## src/rtl/hd_pkg.sv

```systemverilog
// hd_pkg: shared types and helpers for the Hamming pair decoder.
//   hd_mode_t     - combine mode selected by the {f1,f2} flags
//   hd_n / hd_k   - codeword and data widths for R parity bits
//   hd_data_pos   - Hamming position (1-based) holding data bit idx
package hd_pkg;

  typedef enum logic [1:0] {
    HD_MODE_2A_ADD_B = 2'b00,  // 2*c1 + c2
    HD_MODE_2A_SUB_B = 2'b01,  // 2*c1 - c2
    HD_MODE_A_SUB_2B = 2'b10,  // c1 - 2*c2
    HD_MODE_A_ADD_2B = 2'b11   // c1 + 2*c2
  } hd_mode_t;

  localparam int HD_R_MIN = 3;
  localparam int HD_R_MAX = 6;

  function automatic int hd_n(input int r);
    return (1 << r) - 1;
  endfunction

  function automatic int hd_k(input int r);
    return hd_n(r) - r;
  endfunction

  // Data bits fill the non-power-of-two positions in ascending order.
  function automatic int hd_data_pos(input int idx);
    int cnt;
    int pos;
    cnt = 0;
    pos = 0;
    for (int p = 3; p < 128; p++) begin
      if ((p & (p - 1)) != 0) begin
        if (cnt == idx) pos = p;
        cnt++;
      end
    end
    return pos;
  endfunction

endpackage

```

## src/rtl/hd_sec_dec.sv

```systemverilog
// hd_sec_dec: combinational single-error-correcting decode of one codeword.
//   code_word  in  N   received codeword, bit i = Hamming position i+1
//   data       out K   corrected two's-complement data field
//   f          out 1   received (pre-flip) value of the corrected bit, 0 if clean
//   err        out 1   a bit was corrected (syndrome non-zero)
module hd_sec_dec
  import hd_pkg::*;
#(
  parameter int R = 3,
  localparam int N = hd_n(R),
  localparam int K = hd_k(R)
) (
  input  logic        [N-1:0] code_word,
  output logic signed [K-1:0] data,
  output logic                f,
  output logic                err
);

  logic [R-1:0] syn;
  logic [N-1:0] fixed;

  always_comb begin
    syn = '0;
    for (int i = 0; i < N; i++) begin
      if (code_word[i]) syn = syn ^ R'(i + 1);
    end
  end

  // A zero syndrome matches no position, so clean words pass straight through.
  always_comb begin
    fixed = code_word;
    f     = 1'b0;
    for (int i = 0; i < N; i++) begin
      if (syn == R'(i + 1)) begin
        fixed[i] = ~code_word[i];
        f        = code_word[i];
      end
    end
  end

  assign err = |syn;

  for (genvar j = 0; j < K; j++) begin : g_data
    localparam int P = hd_data_pos(j);
    assign data[j] = fixed[P-1];
  end

endmodule

```

## src/rtl/hd_pipe_dec.sv

```systemverilog
// hd_pipe_dec: two-stage pipelined Hamming SEC decoder for codeword pairs.
// Optional feature macro: HD_STAT_CNT_EN (adds stat_clr / err_cnt).
//   clk, rst            clock, synchronous active-high reset
//   in_valid/in_ready   input handshake for {code_word1, code_word2} (N bits each)
//   out_valid/out_ready output handshake for out_n (K+2 signed) and out_err
//   out_err             [1]=code_word1 corrected, [0]=code_word2 corrected
//   stat_clr, err_cnt   saturating corrected-codeword counter (macro only)
// R (parity bits) is legal from 3 to 6.
module hd_pipe_dec
  import hd_pkg::*;
#(
  parameter int R = 3,
  localparam int N = hd_n(R),
  localparam int K = hd_k(R)
) (
  input  logic                clk,
  input  logic                rst,
  input  logic                in_valid,
  output logic                in_ready,
  input  logic        [N-1:0] code_word1,
  input  logic        [N-1:0] code_word2,
  output logic                out_valid,
  input  logic                out_ready,
  output logic signed [K+1:0] out_n,
  output logic        [1:0]   out_err
`ifdef HD_STAT_CNT_EN
  ,
  input  logic                stat_clr,
  output logic        [15:0]  err_cnt
`endif
);

  logic signed [K-1:0] d1, d2;
  logic                f1, f2, e1, e2;

  hd_sec_dec #(.R(R)) u_dec1 (.code_word(code_word1), .data(d1), .f(f1), .err(e1));
  hd_sec_dec #(.R(R)) u_dec2 (.code_word(code_word2), .data(d2), .f(f2), .err(e2));

  logic                s1_valid;
  logic signed [K-1:0] s1_c1, s1_c2;
  hd_mode_t            s1_mode;
  logic        [1:0]   s1_err;
  logic                s2_valid;
  logic                s2_ready;

  // A stage can take new contents when empty or when its occupant leaves now.
  assign s2_ready  = !s2_valid || out_ready;
  assign in_ready  = !s1_valid || s2_ready;
  assign out_valid = s2_valid;

  logic signed [K+1:0] a, b, comb;

  assign a = {{2{s1_c1[K-1]}}, s1_c1};
  assign b = {{2{s1_c2[K-1]}}, s1_c2};

  always_comb begin
    comb = '0;
    case (s1_mode)
      HD_MODE_2A_ADD_B: comb = (a <<< 1) + b;
      HD_MODE_2A_SUB_B: comb = (a <<< 1) - b;
      HD_MODE_A_SUB_2B: comb = a - (b <<< 1);
      HD_MODE_A_ADD_2B: comb = a + (b <<< 1);
      default:          comb = '0;
    endcase
  end

  always_ff @(posedge clk) begin
    if (rst) begin
      s1_valid <= 1'b0;
      s1_c1    <= '0;
      s1_c2    <= '0;
      s1_mode  <= HD_MODE_2A_ADD_B;
      s1_err   <= '0;
      s2_valid <= 1'b0;
      out_n    <= '0;
      out_err  <= '0;
    end else begin
      if (in_ready) begin
        s1_valid <= in_valid;
        if (in_valid) begin
          s1_c1   <= d1;
          s1_c2   <= d2;
          s1_mode <= hd_mode_t'({f1, f2});
          s1_err  <= {e1, e2};
        end
      end
      if (s2_ready) begin
        s2_valid <= s1_valid;
        if (s1_valid) begin
          out_n   <= comb;
          out_err <= s1_err;
        end
      end
    end
  end

`ifdef HD_STAT_CNT_EN
  logic [16:0] cnt_sum;

  assign cnt_sum = {1'b0, err_cnt} + 17'(out_err[1]) + 17'(out_err[0]);

  always_ff @(posedge clk) begin
    if (rst) begin
      err_cnt <= '0;
    end else if (stat_clr) begin
      err_cnt <= '0;
    end else if (out_valid && out_ready) begin
      err_cnt <= cnt_sum[16] ? 16'hFFFF : cnt_sum[15:0];
    end
  end
`endif

endmodule

```

## config.mk

```make
export PLATFORM = sky130hd
export DESIGN_NAME = hd_pipe_dec
export DESIGN_NICKNAME = d
export VERILOG_FILES = /design/src/rtl/hd_pkg.sv /design/src/rtl/hd_sec_dec.sv /design/src/rtl/hd_pipe_dec.sv
export SDC_FILE = /design/constraint.sdc
export NUM_CORES = 1
export LEC_CHECK = 0
export CORE_MARGIN = 2
export CORE_UTILIZATION = 61
export CTS_CLUSTER_SIZE = 40
export DETAILED_ROUTE_END_ITERATION = 12
export GPL_TIMING_DRIVEN = 0
export PLACE_DENSITY = 0.89
export SLEW_MARGIN = 20
export SYNTH_ARGS = -nofsm -noshare
export SYNTH_HDL_FRONTEND = slang
export SYNTH_SLANG_ARGS = --single-unit
export TNS_END_PERCENT = 30
```

## constraint.sdc

```tcl
create_clock -name clk -period 4.1 [get_ports clk]
set_input_delay 1.025 -clock clk [delete_from_list [all_inputs] [get_ports clk]]
set_output_delay 1.025 -clock clk [all_outputs]
set_load 0.05 [all_outputs]
```

## Yosys cells after proc, flatten, opt, wreduce, memory -nomap -nowiden

Index checks and enable logic that the tools add are counted.

- Bits in registers: 22
- Bits in latches: 0
- RAM bits: 0
- Memory bits (read-only): 0
- Memories: 0

- Add/subtract/negate cells: 4
- $mul: 0
- Div/mod/pow operators: 0
- Order comparisons: 0
- Equality and inequality tests: 17
- Shifts and indexed selects: 0
- Multiplexer cells: 37
- Bitwise gates (word level): 20
- Reductions and logical operators: 9

Operators with widths:

| cell | number |
|---|---|
| == test 3 bit (second input constant) | 8 |
| 2-to-1 mux 1 bit | 24 |
| 2-to-1 mux 3 bit | 8 |
| one-hot mux 6 bit (4 select lines) | 1 |
| == test 3 x 2 -> 1 bit (second input constant) | 4 |
| NOT 2 bit | 6 |
| 2-to-1 mux 2 bit | 4 |
| NOT 1 bit | 8 |
| adder 4 x 5 -> 6 bit | 1 |
| adder 5 x 4 -> 6 bit | 1 |
| == test 3 x 1 -> 1 bit (second input constant) | 2 |
| NOT 3 bit | 2 |
| OR reduction 3 bit | 2 |
| subtractor 4 x 5 -> 6 bit | 1 |
| subtractor 5 x 4 -> 6 bit | 1 |
| == test 2 bit (second input constant) | 2 |
| NOT 1 bit (first input constant) | 4 |
| AND reduction 2 bit | 2 |
| == test 2 x 1 -> 1 bit (second input constant) | 1 |
| logical NOT 1 bit | 2 |
| logical NOT 2 bit | 1 |
| logical OR 1 bit | 2 |

## Depth between registers and ports, before layout

- Depth in word-level cells: 19
- Mapped depth: 10

## Cells and area by module

From an unflattened synthesis, not the netlist that was laid out.

- Cells, all modules: 257
- Area, all modules: 2085.8 µm²

By module, submodules not included:

| module | instances | cells each | area an instance (µm²) | sequential area each (µm²) |
|---|---|---|---|---|
| hd_pipe_dec | 1 | 173 | 1417.6 | 440.4 |
| hd_sec_dec | 2 | 42 | 334.1 | 0.0 |

## Worst setup path before layout

No wires, ideal clock.

- Kind: input-to-output
- From: in out_ready
- To: out in_ready
- Data arrival time: 1.518 ns
- Data required time: 3.075 ns
- Path slack: 1.557 ns
- Stages: 2
- Buffers on the path: 0
- Cell sequence: nor2b_1 > nand2_1

- Word-level cells in the longest chain between the ends: 2

Ends and longest elaborated chain:

| what | line | text |
|---|---|---|
| start, declared | hd_pipe_dec.sv:23 | `input logic out_ready,` |
| logical OR 1 bit | hd_pipe_dec.sv:47 | `assign s2_ready = !s2_valid \|\| out_ready;` |
| logical OR 1 bit | hd_pipe_dec.sv:48 | `assign in_ready = !s1_valid \|\| s2_ready;` |
| end, declared | hd_pipe_dec.sv:19 | `output logic in_ready,` |

No other way between the ends.

## Final worst setup path

Ends and elaborated chain as after synthesis.

==> key figures <==
Place
  • Routability cong.: ~0.90
  • I/O Buffers: 19
  • Placed insts: 380
  • Post-DP HPWL: around 4.0 mm

Global routing
  • Total gr overflow: 0
  • Vias in the first global route: about 2,000
  • Antenna violations before repair: 0
  • Overall Global Routing Usage: between 20% and 30%
  • First-pass GRT wire length: between 8 and 9 mm
  • Largest net degree at the start of global routing: 14

Timing
  • Setup TNS: 0 ns
  • Worst Max-Slew Pin Slew: ~0.50 ns
  • F_max: between 0.2 and 0.3 GHz
  • Tmin final: 3.493 ns
  • WHS: about 0.46 ns
  • Unrepaired setup endpoints after global routing: no
  • Slew margin rel.: around two thirds
  • Skew final: 0.0009470 ns
  • Max Slew Vio Count: 0
  • Final Cycle Share: a little under nine tenths
  • Final hold vios: 0
  • Setup violators final: 0

Cells and area
  • Final non-filler cell total: between 300 and 400
  • Antenna Cells: 0
  • Synth-to-Final Area Change: 13.54%
  • Multi-input logic area: around 0.0018 mm^2
  • Register Area: approximately 440 um^2
  • Nets: 371
  • Share of layout cells above drive strength 1: 8.631%
  • Most common cell after layout, fill and taps aside: nand2_1
  • Commonest cells after routing, fill and taps aside: nand2_1 (25), a21oi_1 (24), nor2_1 (24)
  • Fill cells: 321

Route
  • Metal3 WL: 146 um
  • First-pass DRT Iterations: 4
  • DR vias: roughly 2,300
  • WL/cell: between 10 and 15 um
  • Routed met1 length: roughly 2.4 mm
  • Drc violations: 0
  • Met2 routed WL: ~2.5 mm
  • Post-route ant nets: 0
  • Uppermost layer routed: met4
  • Drt first-iter violations: about 140
  • DR vias/cell: between 5 and 6
  • Final WL: slightly above 5 mm

Synth
  • Synthesized area: approximately 0.0024 mm^2
  • Synthesis Warnings: 0
  • Syn nets: 347
  • Mapped Cells: 313
  • Post-Synth Adder-Cell Area: under 10%
  • Largest family of logic cells by synthesized area: compound AO/OA/AOI/OAI gates
  • Yosys cell types: between 50 and 60
  • Synth top area share: 18.55%
  • Synth Register Bits: 22
  • Dominant cell type by area after synthesis: dfxtp_1
  • Top_reg_cell synth: dfxtp_1
  • Syn Area/Cell: between 7 and 8 um^2
  • Synth Area in Simple Gates: approximately 22%
  • Compound-Gate Fraction of Synth Area: a little under a quarter
  • Post-Synth XOR/XNOR Area: between 15 and 20%
  • Largest cells by area after synthesis: dfxtp_1 (19%), xnor2_1 (7.0%), ha_1 (6.8%)
  • Seq/Total Area, Yosys: a little under a fifth
  • Post-synth EDFFs: 0
  • Async set-reset flop share out of synthesis: 0%
  • Mux share of post-synthesis cell area: 1.264%

Floorplanning
  • Initial core utilization: 64.38%
  • Io pins: 28
  • Die Span X: ~66 um
  • Core Rows: 22
  • Die span in y: between 60 and 70 um
  • Die ar.: between 0.004 and 0.005 mm^2
  • Core Box Area: roughly 0.0037 mm^2

Worst hold path
  • Worst hold path class: reg2reg
  • Hold path startpoint: out_err[0]
  • Hold Crit Endpoint: out_err[0]
  • Worst hold path depth: 2

CTS
  • Post-CTS setup repair buffer count: 0
  • Clock Latency Late Sink: ~0.27 ns
  • Clock transition at path regs: ~0.080 ns
  • H-tree lvl count: 1
  • Gates resized, CTS repair: 0
  • Clock Sinks: 22
  • CTS root buf: clkbuf_8
  • Clock buffer depth: 2
  • CTS Buf Count: 3
  • CTS tree: yes
  • CTS Hold Buffers Added: 0

Power and ir drop
  • Worst VDD drop: around 0.16 mV
  • Cell Pwr Density: 305.3 mW/mm^2
  • Cell leakage power: just over 1 nW

Critical path
  • Buf+Inv Stages, Crit Path: 2
  • Crit Path Category: in2out
  • RR Endpoint: out_n[5]
  • Register-to-Register Path Depth: 10
  • Cell at the slowest stage of the critical path: clkdlybuf4s50_1
  • Req. time, crit path: 3.07 ns
  • Crit. End Element: output pin
  • Cells along the critical path: clkdlybuf4s50_1 > nor2b_1 > nand2_1 > clkdlybuf4s50_1
  • Crit-path most repeated cell: clkdlybuf4s50_1
  • Arrival @ worst endpoint: between 2 and 2.5 ns
  • CP top delay family: buffers and inverters
  • Largest fanout on the critical path: 3
  • Startpoint types: primary input
  • Max stage delay on crit path: around 0.80 ns
  • Flop2flop setup slack: 1.48 ns
  • Worst R2R Start: s1_mode[0]

Run
  • Max-Cap Viols: 0

Outcome
  • Outcome: complete, no violations
## cell type report
class                      count  area share, %
clock buffer                   3          1.531
inverter                      14          1.949
buffer                        25          4.687
timing repair buffer          19          7.053
sequential                    22          16.33
multi-input combinational    252          65.10
tap                           48          2.227
clock inverter                 1          1.114
## metrics by stage
stage | worst slack, ns | cell area, um^2 | power [W] | util (%)
6_report | 0.6074 | 2696 | 0.0008233 | 73.10
3_5_place_dp | 0.6049 | 2625 | 0.0006173 | 71.17
3_3_place_gp | 0.6075 | 2625 | 0.0006073 | 71.17
2_1_floorplan | 1.557 | 2375 | 0.0005361 | -
4_1_cts | 0.6049 | 2696 | 0.0008235 | 73.10
5_1_grt | 0.5469 | 2696 | 0.0008761 | 73.10
## registers in the layout, indices dropped and copies added (netlist names)
register   count
s1_mode        2
s1_err         2
s1_c1          4
out_err        2
out_n          6
s1_c2          4
out_valid      1
s1_valid       1
## worst max-delay path by stage
stage / from / end / slack (ns) / cells after the start
floorplan: out_ready / in_ready / 1.56 / 2
global route: out_ready / in_ready / 0.55 / 4
detailed placement: out_ready / in_ready / 0.60 / 4
finish: out_ready / in_ready / 0.61 / 4
global placement: out_ready / in_ready / 0.61 / 4
CTS: out_ready / in_ready / 0.60 / 4
## power by group
part           internal, W  switching [W]  total (W)
clock network     0.000131      0.0000764   0.000207
registers         0.000233      0.0000231   0.000256
logic             0.000155       0.000205   0.000360
total             0.000518       0.000305   0.000823
## cells in the mapped netlist (3+ instances only)
cell and instances:
inv_1 14, buf_4 5, dfxtp_1 22, fa_1 3
nand3_1 8, o22ai_1 3, a211oi_1 13, nand2_1 25
nor2_1 24, a311oi_1 3, clkbuf_1 9, mux2i_1 3
xor2_1 16, xnor2_1 19, ha_1 13, o21ai_1 8
nor4_1 5, and3_1 5, a21oi_1 24, o21ai_0 15
xor2_2 3, a31oi_1 6, a21o_1 3, nand2b_1 6
nor2b_1 7, nor3_1 10, buf_2 11
## layer usage
layer / vias up / global-route usage [%]
met4: 0 / 7.398
met2: 41 / 45.38
met1: 1049 / 30.70
li1: 1152 / -
met3: 8 / 2.215
met5: - / 0
## logic make-up after synthesis
family                   after synthesis
XOR/XNOR                              41
AND/OR/NAND/NOR                      103
adder cells (fa/ha/maj)               16
flip-flops                            22
buffers and inverters                 39
AO/OA/AOI/OAI                         89
multiplexers                           3
## tightest hold or removal path: stages, from the launching register on
cell and delay (ns):
dfxtp_1 0.32, nand2_1 0.05, a21oi_1 0.05
Note: power is estimated with default switching activity, not from simulation.
